File: src/rtl/imem_loader_if.sv
// rtl/imem_loader_if.sv - byte stream and instruction memory write port bundle for imem_loader
interface imem_loader_if;
  logic        rx_valid;
  logic        rx_ready;
  logic [7:0]  rx_data;
  logic        imem_we;
  logic [31:0] imem_addr;
  logic [31:0] imem_wdata;

  modport master (
    output rx_valid, rx_data,
    input  rx_ready, imem_we, imem_addr, imem_wdata
  );

  modport slave (
    input  rx_valid, rx_data,
    output rx_ready, imem_we, imem_addr, imem_wdata
  );
endinterface

File: src/rtl/imem_loader.sv
// rtl/imem_loader.sv - boot loader writing a big-endian word image into instruction memory
// Optional trailer checksum byte enabled by IMEM_LOADER_CHECKSUM_EN.
module imem_loader #(
  parameter int          ADDR_WIDTH = 8,
  parameter logic [31:0] BASE_ADDR  = 32'h0000_0000
) (
  input  logic                clk,
  input  logic                reset,
  input  logic                start,
  imem_loader_if.slave        bus,
  output logic                cpu_reset,
  output logic                busy,
  output logic                done,
  output logic                error,
  output logic [ADDR_WIDTH:0] words_loaded
);

  typedef enum logic [2:0] {
    S_IDLE, S_HDR_HI, S_HDR_LO, S_DATA, S_DONE, S_ERR
`ifdef IMEM_LOADER_CHECKSUM_EN
    , S_CSUM
`endif
  } state_t;

`ifdef IMEM_LOADER_CHECKSUM_EN
  localparam state_t S_TAIL = S_CSUM;
`else
  localparam state_t S_TAIL = S_DONE;
`endif

  localparam logic [31:0] CAPACITY = 32'd1 << ADDR_WIDTH;

  state_t      state, nxt;
  logic [7:0]  count_hi;
  logic [15:0] count;
  logic [15:0] hdr_count;
  logic [1:0]  byte_idx;
  logic [23:0] partial;
  logic        take;
  logic        last_word;
  logic        nxt_active;
`ifdef IMEM_LOADER_CHECKSUM_EN
  logic [7:0]  csum;
`endif

  assign take      = bus.rx_valid && bus.rx_ready;
  assign hdr_count = {count_hi, bus.rx_data};
  assign last_word = (32'(words_loaded) + 32'd1) == {16'd0, count};

  always_comb begin
    nxt = state;
    case (state)
      S_IDLE, S_DONE, S_ERR: if (start) nxt = S_HDR_HI;
      S_HDR_HI: if (take) nxt = S_HDR_LO;
      S_HDR_LO: begin
        if (take) begin
          if (hdr_count == 16'd0)                nxt = S_TAIL;
          else if (32'(hdr_count) > CAPACITY)    nxt = S_ERR;
          else                                   nxt = S_DATA;
        end
      end
      S_DATA: if (take && byte_idx == 2'd3 && last_word) nxt = S_TAIL;
`ifdef IMEM_LOADER_CHECKSUM_EN
      S_CSUM: if (take) nxt = (bus.rx_data == csum) ? S_DONE : S_ERR;
`endif
      default: nxt = S_IDLE;
    endcase
  end

  always_comb begin
    nxt_active = (nxt == S_HDR_HI) || (nxt == S_HDR_LO) || (nxt == S_DATA);
`ifdef IMEM_LOADER_CHECKSUM_EN
    if (nxt == S_CSUM) nxt_active = 1'b1;
`endif
  end

  always_ff @(posedge clk) begin
    if (reset) begin
      state          <= S_IDLE;
      cpu_reset      <= 1'b1;
      busy           <= 1'b0;
      done           <= 1'b0;
      error          <= 1'b0;
      words_loaded   <= '0;
      bus.rx_ready   <= 1'b0;
      bus.imem_we    <= 1'b0;
      bus.imem_addr  <= BASE_ADDR;
      bus.imem_wdata <= 32'd0;
      count_hi       <= 8'd0;
      count          <= 16'd0;
      byte_idx       <= 2'd0;
      partial        <= 24'd0;
`ifdef IMEM_LOADER_CHECKSUM_EN
      csum           <= 8'd0;
`endif
    end else begin
      state        <= nxt;
      cpu_reset    <= (nxt != S_DONE);
      busy         <= nxt_active;
      bus.rx_ready <= nxt_active;
      done         <= (nxt == S_DONE);
      error        <= (nxt == S_ERR);
      bus.imem_we  <= 1'b0;
      case (state)
        S_IDLE, S_DONE, S_ERR: if (start) words_loaded <= '0;
        S_HDR_HI: if (take) count_hi <= bus.rx_data;
        S_HDR_LO: begin
          if (take) begin
            count    <= hdr_count;
            byte_idx <= 2'd0;
`ifdef IMEM_LOADER_CHECKSUM_EN
            csum     <= 8'd0;
`endif
          end
        end
        S_DATA: begin
          if (take) begin
            byte_idx <= byte_idx + 2'd1;
`ifdef IMEM_LOADER_CHECKSUM_EN
            csum     <= csum ^ bus.rx_data;
`endif
            // Fourth byte completes the word; address uses the pre-increment count.
            if (byte_idx == 2'd3) begin
              bus.imem_we    <= 1'b1;
              bus.imem_wdata <= {partial, bus.rx_data};
              bus.imem_addr  <= BASE_ADDR + (32'(words_loaded) << 2);
              words_loaded   <= words_loaded + (ADDR_WIDTH+1)'(1);
            end else begin
              partial <= {partial[15:0], bus.rx_data};
            end
          end
        end
        default: ;
      endcase
    end
  end

endmodule

File: src/flat_wrapper.sv
// flat-port wrapper written by rule: the top's interface ports become plain ports
module imem_loader_flat 
#(
  parameter int          ADDR_WIDTH = 8,
  parameter logic [31:0] BASE_ADDR  = 32'h0000_0000
)
  (clk, reset, start, cpu_reset, busy, done, error, words_loaded, bus_rx_valid, bus_rx_data, bus_rx_ready, bus_imem_we, bus_imem_addr, bus_imem_wdata);
  imem_loader_if bus_i ();
  input  logic clk;
  input  logic reset;
  input  logic start;
  output logic cpu_reset;
  output logic busy;
  output logic done;
  output logic error;
  output logic [ADDR_WIDTH:0] words_loaded;
  input wire logic [$bits(bus_i.rx_valid)-1:0] bus_rx_valid;
  input wire logic [$bits(bus_i.rx_data)-1:0] bus_rx_data;
  output wire logic [$bits(bus_i.rx_ready)-1:0] bus_rx_ready;
  output wire logic [$bits(bus_i.imem_we)-1:0] bus_imem_we;
  output wire logic [$bits(bus_i.imem_addr)-1:0] bus_imem_addr;
  output wire logic [$bits(bus_i.imem_wdata)-1:0] bus_imem_wdata;
  assign bus_i.rx_valid = bus_rx_valid;
  assign bus_i.rx_data = bus_rx_data;
  assign bus_rx_ready = bus_i.rx_ready;
  assign bus_imem_we = bus_i.imem_we;
  assign bus_imem_addr = bus_i.imem_addr;
  assign bus_imem_wdata = bus_i.imem_wdata;
  imem_loader #(.ADDR_WIDTH(ADDR_WIDTH), .BASE_ADDR(BASE_ADDR)) u_core (.clk(clk), .reset(reset), .start(start), .bus(bus_i), .cpu_reset(cpu_reset), .busy(busy), .done(done), .error(error), .words_loaded(words_loaded));
endmodule
File: config.mk
export PLATFORM = sky130hd
export DESIGN_NAME = imem_loader_flat
export DESIGN_NICKNAME = d
export VERILOG_FILES = /design/src/rtl/imem_loader_if.sv /design/src/rtl/imem_loader.sv /design/src/flat_wrapper.sv
export SDC_FILE = /design/constraint.sdc
export NUM_CORES = 1
export LEC_CHECK = 0
export CORE_MARGIN = 5
export CORE_UTILIZATION = 45
export CTS_CLUSTER_SIZE = 14
export DETAILED_ROUTE_END_ITERATION = 10
export GPL_ROUTABILITY_DRIVEN = 0
export PLACE_DENSITY = 0.71
export SYNTH_ARGS = -nofsm -noshare
export SYNTH_HDL_FRONTEND = slang
export SYNTH_SLANG_ARGS = --single-unit
File: constraint.sdc
create_clock -name clk -period 2.1 [get_ports clk]
set_input_delay 0.315 -clock clk [delete_from_list [all_inputs] [get_ports clk]]
set_output_delay 0.315 -clock clk [all_outputs]
set_load 0.02 [all_outputs]
# Word-level counts from Yosys, hierarchy flattened
# Index checks and enable logic that the tools add are counted.
# op_classes
addsub	3
n_mul	0
div_mod_pow	0
order_cmp	1
n_eq_ne	17
shift	0
mux	15
n_bitwise	3
reduce_logical	17
# op_table
op	count
== test 32 x 16 -> 1 bit	1
2-to-1 mux 9 bit	3
2-to-1 mux 3 bit	6
one-hot mux 9 bit (2 select lines)	1
greater-than comparator 16 x 9 -> 1 bit, second input constant	1
zero test 16 bit	1
== test 3 x 2 -> 1 bit, second input constant	4
== test 3 bit, second input constant	4
one-hot mux 3 bit (4 select lines)	1
adder 9 x 1 -> 10 bit, second input constant	1
adder 9 x 1 -> 9 bit, second input constant	1
AND reduction 3 bit	3
== test 3 x 1 -> 1 bit, second input constant	2
!= test 2 x 1 -> 1 bit, second input constant	3
OR reduction 3 bit	2
2-to-1 mux 2 bit	2
one-hot mux 2 bit (2 select lines)	1
AND reduction 2 bit	2
AND reduction 4 bit	1
nonzero test 2 bit	2
logical AND 1 bit	3
zero test 3 bit	1
!= test 3 bit, second input constant	1
inverter 1 bit	3
5 further kinds	6
# totals
ff_bits	108
latchBits	0
ramBits	0
mem_bits_ro	0
output_inout_bits	79
mem_count	0

# Logic depth before layout (Yosys ltp)
# Gate-level depths: netlist of the first run.
# logic_depth
ltp_word	8
ltp_mapped	8
mapped_depth_nobuf	7

# Worst setup path after synthesis of the first run
# Ideal clock, no wire load.
# synth_path
kind	reg2reg
startpoint	register u_core.words_loaded[0]
endpoint	register u_core.bus.rx_ready
setup_time_ps	131
t_arrival_ps	1801
t_required_ps	1969
slack_ps	168
path_stages_with_launch	8
path_buffers	1
period_less_slack_ps	1932
cell_sequence	dfxtp_1 > buf_2 > and4_4 > a21boi_1 > or4_1 > o311ai_1 > a31o_2 > a31oi_1
# synth_via
elab_chain_len	8
elab_cells_between_ends	10
# synth_lines
item	line	text
start: declaration	imem_loader.sv:15	output logic [ADDR_WIDTH:0] words_loaded
start signal: assignment	imem_loader.sv:127	words_loaded <= words_loaded + (ADDR_WIDTH+1)'(1);
adder 9 x 1 -> 10 bit (*)	imem_loader.sv:48	assign last_word = (32'(words_loaded) + 32'd1) == {16'd0, count};
== test 32 x 16 -> 1 bit (*)	imem_loader.sv:48	
logical AND 1 bit (*)	imem_loader.sv:62	S_DATA: if (take && byte_idx == 2'd3 && last_word) nxt = S_TAIL;
2-to-1 mux 3 bit (*)	imem_loader.sv:62	
one-hot mux 3 bit (4 select lines) (*)	imem_loader.sv:52	case (state)
== test 3 x 1 -> 1 bit / == test 3 x 2 -> 1 bit (equally long branches)	imem_loader.sv:71	nxt_active = (nxt == S_HDR_HI) || (nxt == S_HDR_LO) || (nxt == S_DATA);
logical OR 1 bit	imem_loader.sv:71	
logical OR 1 bit (*)	imem_loader.sv:71	
end signal: assignment	imem_loader.sv:100	bus.rx_ready <= nxt_active;
end: declaration	imem_loader_if.sv:17	output rx_ready, imem_we, imem_addr, imem_wdata
# Mark *: on every way between the ends. The rest lies on a longest branch, timed or not.
# A chain may end at the register's enable or synchronous reset.

# Worst setup path in the final report of the first run
# layout_path
startpoint	register u_core.words_loaded[1]
endpoint	register u_core.bus.rx_ready
# Same word-level chain as after synthesis.

==> reports/results.ini, run 1 <==
[worst_hold_path]
hold_path_class = primary input to flip-flop

[logic_synthesis]
synthesis.area_um2 = 4500
seq_area_frac_synth_pct = 48.1
yosys_warnings = 0
synth.distinct_cells = 43
synth_edf_count = 0
async_flop_share_pct = 0
ys_ff_latch = 108
syn_inst = 570
synth.avg_cell_area_um2 = 7.89
synthFlopType = dfxtp_1

[clock_network]
insertion_delay_ps = 370
clkTransAtPathRegs_ps = 110
cts-root-buf = clkbuf_8
cts_tree = done
clock-sinks = 108
cts_setup_buffers = 0
cts_buffers = 9
ctsLongestPathBuffers = 2
cts_hold_buf = 0
htreeDepth = 3
cts-resized-gates = 0

[drt]
drtIter0Drc = 286
wire_per_inst_um = 14.0
viasPerCell = 5.12
drtPass1Iterations = 4
route.detailed.drc = 0
vias = 3997
drt-total-wl_mm = 10.9
postRouteAntennaNets = 0

[sta]
rsz0062_at_grt = false
tightest_slew_ps = 563
fin_skew_ps = 7.85
report.final.slew_viol_count = 0
finalSetupViolations = 0
layout_setup_ws_ps = 162
slew-limit-headroom_pct = 62.5
finalCriticalPeriod_ps = 1940
post-route-period-util_pct = 92.3
fmax_ghz = 0.516
final_hold_viol_count = 0

[layout]
final_util_pct = 57.1
drive_above_1_share_pct = 9.41
area_growth_pct = 24.2
fin_nets = 657
n_antenna_cell = 0

[place]
portBuffers = 67
hpwlAfterDp_mm = 7.81
dp_slack_ps = -47.2

[floorplanning]
die_area_um2 = 12100
die_h_um = 110
start_util_pct = 46.0
die_x_um = 110
row_count = 36
io_pins = 91
core-area_um2 = 9770

[setup_path]
cp.arrival_ps = 2180
cp.required_ps = 2350
crit_path_end_kind = flip-flop
critPathLaunchType = flip-flop
criticalPathCategory = flip-flop to flip-flop
path_max_fanout = 6

[global_route]
grt_pass1_vias = 3763
grt_pass1_wl_mm = 17.9
grt_max_degree = 53
grt_overflow = 0
antenna_found_initial = 0
track_usage_pct = 18.7

[pwr]
cell_internal_pwr_w = 0.00275
p_sw_share_pct = 25.7
p_switching_w = 0.000950
comb_power_share_pct = 8.6
seqPwrFrac_pct = 56.5
peakVddDrop_mv = 0.480
leakagePower_nw = 1.89
power_density_nw_per_um2 = 662
clkPwrFrac_pct = 34.9

[status]
run_status = complete, no violations

[flow_run]
max_cap_viol_count = 0

synth_stat cells (6+ instances only):
cell type | instances | area share, %
nand2_1 | 156 | 13
buf_2 | 12 | 1.3
nor2_1 | 24 | 2.0
buf_4 | 25 | 4.2
xnor2_1 | 6 | 1.2
clkbuf_1 | 25 | 2.1
o21ai_0 | 25 | 2.8
nand2b_1 | 7 | 0.97
nand4_1 | 6 | 0.84
dfxtp_1 | 108 | 48
nor3_1 | 8 | 0.89
a21oi_1 | 99 | 11
mux2i_1 | 8 | 1.8
logic make-up (layout without fill, tap and decap cells):
family	after synthesis	in the layout	share of synthesized area (%)
muxes	9	9	2.03
xor gates and xnor gates	9	9	1.75
adders and majority gates	2	2	0.557
and+or+nand+nor	235	235	23.0
AOI/OAI and AO/OA	140	140	16.5
buffers and inverters	66	122	7.96
DFF	108	108	48.1
other	1	23	0.0834
power by group through the flow:
stage	combinational (W)	clock, W	sequential [W]
after floorplan	0.000223	0	0.00214
after global placement	0.000310	0	0.00213
after detailed placement	0.000316	0	0.00214
after CTS	0.000317	0.00131	0.00209
after global routing	0.000347	0.00141	0.00209
final	0.000320	0.00129	0.00209
metrics by stage:
| step | std cells | hold slack (ps) | total power (W) | cell area (µm²) | setup TNS [ps] |
|---|---|---|---|---|---|
| 2_1_floorplan | 592 | 432 | 0.00236 | 4580 | 0 |
| 3_3_place_gp | 765 | 440 | 0.00244 | 5390 | -35.7 |
| 3_5_place_dp | 765 | 446 | 0.00245 | 5390 | -81.3 |
| 4_1_cts | 781 | 404 | 0.00372 | 5580 | 0 |
| 5_1_grt | 781 | 424 | 0.00385 | 5580 | 0 |
| 6_report | 781 | 419 | 0.00370 | 5580 | 0 |
metal layers:
metal  share of wire (%)  GRT usage, %
met5                   0             0
met3                 6.7          4.46
met4                0.85          4.99
met2                  48          30.6
met1                  45          24.6
state kept, by name, indices dropped and copies added (netlist names):
| signal | count |
|---|---|
| u_core.done | 1 |
| u_core.cpu_reset | 1 |
| u_core.byte_idx | 2 |
| u_core.error | 1 |
| u_core.state | 3 |
| u_core.bus.imem_wdata | 32 |
| u_core.words_loaded | 9 |
| u_core.bus.imem_we | 1 |
| u_core.count | 16 |
| u_core.bus.rx_ready | 1 |
| u_core.count_hi | 8 |
| u_core.partial | 24 |
| u_core.bus.imem_addr | 9 |
critical path, stage by stage (launching register included):
cell and delay [ps]:
dfxtp_1 390, ha_1 260, nand3_1 210, o21a_1 230, o41ai_1 250, a31o_2 180
a31o_2 210, a31oi_1 110
worst paths after layout:
kind / start / to / slack [ps] / cells past startpoint
worst min register to register: u_core.bus.imem_wdata[21]$_SDFFE_PP0P_ / u_core.bus.imem_wdata[21]$_SDFFE_PP0P_ / 460 / 2
worst max register to register: u_core.words_loaded[1]$_SDFFE_PP0P_ / u_core.bus.rx_ready$_SDFF_PP0_ / 160 / 7
worst max-delay path: u_core.words_loaded[1]$_SDFFE_PP0P_ / u_core.bus.rx_ready$_SDFF_PP0_ / 160 / 7
worst min-delay path: reset / u_core.bus.imem_wdata[21]$_SDFFE_PP0P_ / 420 / 2
cell type report:
cell class	count	area (µm²)
inverter	2	7.51
tap	133	166
clock buffer	10	128
fill	900	4190
clock inverter	6	71.3
sequential	108	2160
timing repair buffer	104	983
multi-input combinational	418	2070
cell usage in the layout (no fill, tap or decap), types with 2 or more instances in the layout:
cell type and count:
or4_1 2, o21a_1 2, or2_1 3, o22ai_1 2, dfxtp_1 108, clkdlybuf4s50_1 66
and3_1 2, clkbuf_8 9, xor2_1 3, a21oi_1 99, nor3_1 8, a211oi_1 3
nor3b_1 3, o21ai_0 25, nand4_1 6, buf_4 35, xnor2_1 6, a31o_2 2
nor2b_1 3, mux2i_1 8, a31oi_1 3, buf_12 3, nand2b_1 7, nor4_1 4
nand3b_1 4, nand2_1 156, nor2_1 23, o311ai_1 2, conb_1 23, inv_1 2
or3_1 3, ha_1 2, nand3_1 4
Power figures use the tool's default switching activity.
==> inputs of run 2 (changes only) <==
- CAP_MARGIN: default -> 20
- RECOVER_POWER: default -> 25
- SETUP_SLACK_MARGIN: default -> 0.4
==> run 2 against run 1 <==
Compared with the run above: first-iteration DRC count decreased by 12%; non-clock buffer count is 1 lower; sequential power hardly changed; power is 1.2% lower; flip-flop and latch count unchanged; register-to-register slack improved by 60 ps; worst setup slack gained 58 ps.
==> reports/results.ini, run 2 (synthesis results as in run 1) <==
[status]
run_status = complete, no violations  ; unchanged

[floorplanning]
row_count = 36  ; unchanged
core-area_um2 = 9770  ; unchanged
io_pins = 91  ; unchanged
die_x_um = 110  ; unchanged
start_util_pct = 46.0  ; unchanged
die_area_um2 = 12100  ; unchanged
die_h_um = 110  ; unchanged

[drt]
drtIter0Drc = 251  ; was 286
drt-total-wl_mm = 11.3  ; was 10.9 mm
viasPerCell = 5.21  ; was 5.12
drtPass1Iterations = 5  ; was 4
route.detailed.drc = 0  ; unchanged
wire_per_inst_um = 14.5  ; was 14.0 µm
vias = 4059  ; was 3997
postRouteAntennaNets = 0  ; unchanged

[worst_hold_path]
hold_path_class = primary input to flip-flop  ; unchanged
holdPathEnd = u_core.bus.imem_wdata[20]$_SDFFE_PP0P_  ; was u_core.bus.imem_wdata[21]$_SDFFE_PP0P_
hold_path_depth = 2  ; unchanged
worstHoldStart = reset  ; unchanged

[setup_path]
ff2ff_setup_slack_ps = 220  ; was 160 ps
critPathLaunchType = flip-flop  ; unchanged
cp.required_ps = 2390  ; was 2350 ps
rr_startpoint = u_core.words_loaded[7]$_SDFFE_PP0P_  ; was u_core.words_loaded[1]$_SDFFE_PP0P_
r2r-end = u_core.error$_SDFF_PP0_  ; was u_core.bus.rx_ready$_SDFF_PP0_
cp.arrival_ps = 2170  ; was 2180 ps
criticalPathCategory = flip-flop to flip-flop  ; unchanged
path_max_fanout = 6  ; unchanged
startpoint = u_core.words_loaded[7]$_SDFFE_PP0P_  ; was u_core.words_loaded[1]$_SDFFE_PP0P_
crit_path_end_kind = flip-flop  ; unchanged
r2r_cells = 6  ; was 7

[sta]
fmax_ghz = 0.532  ; was 0.516 GHz
setup_tns_ps = 0  ; unchanged
post-route-period-util_pct = 89.5  ; was 92.3%
report.final.slew_viol_count = 0  ; unchanged
finalSetupViolations = 0  ; unchanged
slew-limit-headroom_pct = 50.1  ; was 62.5%
finalCriticalPeriod_ps = 1880  ; was 1940 ps
rsz0062_at_grt = true  ; was false
tightest_slew_ps = 749  ; was 563 ps
fin_skew_ps = 16.3  ; was 7.85 ps
final_hold_viol_count = 0  ; unchanged

[layout]
regMostFlops = u_core.bus.imem_wdata  ; unchanged
n_antenna_cell = 0  ; unchanged
final_common_cell = nand2_1  ; unchanged
fin_nets = 656  ; was 657
largest_reg_flops = 32  ; unchanged
area_growth_pct = 25.7  ; was 24.2%
n_fill_cell = 931  ; was 900
drive_above_1_share_pct = 12.5  ; was 9.41%
fin_cells = 779  ; was 781
largest_registers = u_core.bus.imem_wdata: 32 flops, u_core.partial: 24 flops, u_core.count: 16 flops  ; unchanged
final_util_pct = 57.8  ; was 57.1%
layout_common_cells = nand2_1, dfxtp_1, a21oi_1  ; unchanged

[global_route]
grt_overflow = 0  ; unchanged
track_usage_pct = 18.8  ; was 18.7%
grt_max_degree = 47  ; was 53
antenna_found_initial = 0  ; unchanged
grt_pass1_wl_mm = 18.0  ; was 17.9 mm
grt_pass1_vias = 3760  ; was 3763

[pwr]
leakagePower_nw = 1.93  ; was 1.89 nW
peakVddDrop_mv = 0.327  ; was 0.480 mV
power_density_nw_per_um2 = 646  ; was 662 nW/µm²

[place]
portBuffers = 67  ; unchanged
dp.cells = 752  ; was 765
hpwlAfterDp_mm = 7.54  ; was 7.81 mm

[clock_network]
cts_buffers = 9  ; unchanged
cts_tree = done  ; unchanged
insertion_delay_ps = 370  ; about the same
ctsLongestPathBuffers = 2  ; unchanged
htreeDepth = 3  ; unchanged
clkTransAtPathRegs_ps = 110  ; about the same
cts-root-buf = clkbuf_8  ; unchanged
clock-sinks = 108  ; unchanged

[flow_run]
max_cap_viol_count = 0  ; unchanged

run 2: changes by cell type in the layout (fill, tap and decap cells not counted), moves of 3 or more:
| cell | before | now |
|---|---|---|
| dlygate4sd2_1 | 0 | 11 |
| buf_4 | 35 | 28 |
| clkbuf_1 | 1 | 15 |
| dfxtp_4 | 0 | 7 |
| nor3_1 | 8 | 5 |
| or2_1 | 3 | 0 |
| buf_6 | 0 | 3 |
| clkdlybuf4s50_1 | 66 | 43 |
| dfxtp_1 | 108 | 100 |
run 2: cell type report:
cell class	count	area, µm²	share of cell area (%)
Clock buffer	11	153	2.70
Clock inverter	4	37.5	0.664
Inverter	2	7.51	0.133
Multi-Input combinational cell	418	2200	39.0
Sequential cell	108	2190	38.7
Tap cell	133	166	2.94
Timing Repair Buffer	103	893	15.8
run 2: power breakdown:
part	leakage (nW)	switching, W	total (W)	internal, W
sequential	0.877	0.0000207	0.00208	0.00206
combinational	0.959	0.000208	0.000320	0.000112
clock	0.0974	0.000735	0.00125	0.000518
total	1.93	0.000963	0.00365	0.00269
run 2: worst max-delay path by stage:
stage	endpoint	cells past startpoint
after floorplan	u_core.bus.rx_ready$_SDFF_PP0_	7
after global placement	u_core.done$_SDFF_PP0_	7
after detailed placement	u_core.bus.rx_ready$_SDFF_PP0_	8
after CTS	u_core.state[2]$_SDFF_PP0_	7
after global routing	u_core.error$_SDFF_PP0_	6
final	u_core.error$_SDFF_PP0_	6
run 2: critical path: stages, from the launching register on:
cell	delay (ps)
dfxtp_1	540
nand4_4	180
o311ai_4	300
o41ai_2	110
a31o_2	250
a31o_4	250
a211oi_1	180
run 2: timing repair:
action                                  CTS  global route
pin swaps                                 5             1
resized for setup                        31            26
endpoints found under the setup margin   92            88
hold buffers                              0             0
buffers inserted                         11             1
run 2: metal layers:
layer | GRT usage (%) | up-vias | wire length [µm]
met3 | 2.41 | 20 | 611
li1 | - | 2012 | -
met5 | 0 | - | 0
met4 | 7.57 | 0 | 209
met1 | 24.8 | 1896 | 5010
met2 | 31.1 | 131 | 5480
run 2: stage by stage:
| step | setup slack [ps] | area [µm²] | hold WS (ps) | power, W |
|---|---|---|---|---|
| 2_1_floorplan | 330 | 4650 | 432 | 0.00236 |
| 3_3_place_gp | -63.1 | 5320 | 443 | 0.00244 |
| 3_5_place_dp | -62.1 | 5320 | 447 | 0.00244 |
| 4_1_cts | 322 | 5660 | 326 | 0.00365 |
| 5_1_grt | 132 | 5650 | 337 | 0.00378 |
| 6_report | 220 | 5650 | 335 | 0.00365 |
==> inputs of run 3 (changes only) <==
- ABC_CLOCK_PERIOD_IN_PS: default -> 2000
- CTS_CLUSTER_SIZE: 14 -> 30
- clock period: 2.1 -> 2 ns (I/O delays scaled with it)
==> run 3 against run 2 <==
Compared with the run above: register-to-register slack lost 60 ps; design area grew 7.7%; utilization grew 4.5 points; clock skew shrank 4.9 ps; sequential share of layout area shrank 2.6 points; power grew 5.0%; combinational power grew 18%; critical path depth grew 1; global-route usage grew 0.057 points; non-clock buffer count grew 13; die area is the same; sequential power grew 5%; critical endpoint unchanged; largest cell class unchanged; highest routed layer unchanged.
==> reports/results.ini, run 3 (synthesis results as in run 1) <==
[drt]
wire_per_inst_um = 15.1  ; was 14.5 µm
drtPass1Iterations = 4  ; was 5
vias = 4141  ; was 4059
postRouteAntennaNets = 0  ; unchanged
route.detailed.drc = 0  ; unchanged
viasPerCell = 5.22  ; was 5.21
drtIter0Drc = 251  ; unchanged
drt-total-wl_mm = 12.0  ; was 11.3 mm

[sta]
post-route-period-util_pct = 91.8  ; was 89.5%
setup_tns_ps = 0  ; unchanged
fmax_ghz = 0.545  ; was 0.532 GHz
finalSetupViolations = 0  ; unchanged
whs_ps = 354  ; was 335 ps
slew-limit-headroom_pct = 50.3  ; was 50.1%
finalCriticalPeriod_ps = 1840  ; was 1880 ps
tightest_slew_ps = 745  ; was 749 ps
fin_skew_ps = 11.4  ; was 16.3 ps
report.final.slew_viol_count = 0  ; unchanged
final_hold_viol_count = 0  ; unchanged
rsz0062_at_grt = true  ; unchanged

[clock_network]
htreeDepth = 3  ; unchanged
ctsLongestPathBuffers = 2  ; unchanged
clkTransAtPathRegs_ps = 100  ; was 110 ps
cts_hold_buf = 0  ; unchanged
cts_buffers = 9  ; unchanged
cts_tree = done  ; unchanged
cts-root-buf = clkbuf_8  ; unchanged
insertion_delay_ps = 380  ; was 370 ps
clock-sinks = 108  ; unchanged

[layout]
area_growth_pct = 35.4  ; was 25.7%
largest_reg_flops = 32  ; unchanged
fin_nets = 669  ; was 656
n_antenna_cell = 0  ; unchanged
final_util_pct = 62.3  ; was 57.8%
drive_above_1_share_pct = 21.5  ; was 12.5%
largest_registers = u_core.bus.imem_wdata: 32 flops, u_core.partial: 24 flops, u_core.count: 16 flops  ; unchanged
final_common_cell = nand2_1  ; unchanged
regMostFlops = u_core.bus.imem_wdata  ; unchanged
layout_common_cells = nand2_1, dfxtp_1, a21oi_1  ; unchanged

[global_route]
grt_overflow = 0  ; unchanged
track_usage_pct = 18.9  ; was 18.8%
antenna_found_initial = 0  ; unchanged
grt_pass1_vias = 3847  ; was 3760
grt_pass1_wl_mm = 18.3  ; was 18.0 mm
grt_max_degree = 43  ; was 47

[place]
hpwlAfterDp_mm = 7.58  ; was 7.54 mm
portBuffers = 67  ; unchanged

[pwr]
peakVddDrop_mv = 0.340  ; was 0.327 mV
power_density_nw_per_um2 = 630  ; was 646 nW/µm²
leakagePower_nw = 2.31  ; was 1.93 nW

[floorplanning]
start_util_pct = 46.0  ; unchanged
core-area_um2 = 9770  ; unchanged
die_x_um = 110  ; unchanged
io_pins = 91  ; unchanged
die_area_um2 = 12100  ; unchanged
row_count = 36  ; unchanged
die_h_um = 110  ; unchanged

[setup_path]
crit_slowest_cell = dfxtp_4  ; was dfxtp_1
max_stage_delay_ps = 400  ; was 540 ps
cp.arrival_ps = 2130  ; was 2170 ps
crit_path_end_kind = flip-flop  ; unchanged
ff2ff_setup_slack_ps = 160  ; was 220 ps
critPathLaunchType = flip-flop  ; unchanged
cp.required_ps = 2290  ; was 2390 ps
cp_cell_sequence = ha_4 > a21oi_2 > o311ai_1 > o41ai_1 > a31o_2 > a31o_4 > a211oi_2  ; was nand4_4 > o311ai_4 > o41ai_2 > a31o_2 > a31o_4 > a211oi_1
criticalPathCategory = flip-flop to flip-flop  ; unchanged
cp.buffers_inverters = 0  ; unchanged
path_max_fanout = 7  ; was 6
critPathTopFamily = compound AO/OA/AOI/OAI gates  ; unchanged

[worst_hold_path]
hold_path_class = primary input to flip-flop  ; unchanged

[status]
run_status = complete, no violations  ; unchanged

[flow_run]
max_cap_viol_count = 0  ; unchanged

## run 3: cell types whose count changed in the layout (fill, tap and decap cells not counted), moves of 3 or more
cell | before | now
dlygate4sd2_1 | 11 | 55
clkdlybuf4s50_1 | 43 | 10
a21oi_1 | 99 | 79
a21oi_2 | 0 | 20
nand2_1 | 156 | 137
nand2_4 | 0 | 18
clkbuf_1 | 15 | 2
buf_4 | 28 | 38
dfxtp_1 | 100 | 96
buf_6 | 3 | 0
## run 3: cell type report
class / instances / area, µm²
sequential: 108 / 2200
inverter: 2 / 7.51
clock buffer: 10 / 128
fill: 864 / 3690
multi-input combinational: 418 / 2410
clock inverter: 6 / 56.3
timing repair buffer: 116 / 1120
tap: 133 / 166
## run 3: worst paths after layout
check | endpoint | start | depth (start not counted)
worst max-delay path | u_core.error$_SDFF_PP0_ | u_core.words_loaded[1]$_SDFFE_PP0P_ | 7
worst min-delay path | u_core.count_hi[4]$_SDFFE_PP0P_ | reset | 2
worst max register to register | u_core.error$_SDFF_PP0_ | u_core.words_loaded[1]$_SDFFE_PP0P_ | 7
worst min register to register | u_core.bus.imem_addr[4]$_SDFFE_PP0P_ | u_core.bus.imem_addr[4]$_SDFFE_PP0P_ | 2
## run 3: routing by layer
metal	routed length (µm)	up-vias	global-route usage (%)	part of all wire, %
met4	130	0	6.50	1.1
li1	-	2046	-	-
met3	672	11	3.58	5.6
met5	0	-	0	0
met2	5960	128	31.1	50
met1	5220	1956	24.7	44
## run 3: stage by stage
step	cell area (µm²)	std cells	worst slack (ps)	total power, W
detailed placement	5380	755	-145	0.00257
floorplan	4660	592	230	0.00248
finish	6090	793	165	0.00384
global route	6090	793	109	0.00398
CTS	5720	783	238	0.00381
global placement	5380	755	-193	0.00256
## run 3: where the power goes
group,internal [W],leakage [nW],switching [W]
clock network,0.000480,0.0909,0.000791
logic,0.000141,1.34,0.000238
registers,0.00216,0.879,0.0000243
total,0.00278,2.31,0.00105
## run 3: timing repair
action,4_1_cts,5_1_grt
resized for setup,86,67
buffers inserted,11,7
hold endpoints to repair,0,0
endpoints found under the setup margin,138,77
pin swaps,9,44
cloned,1,3
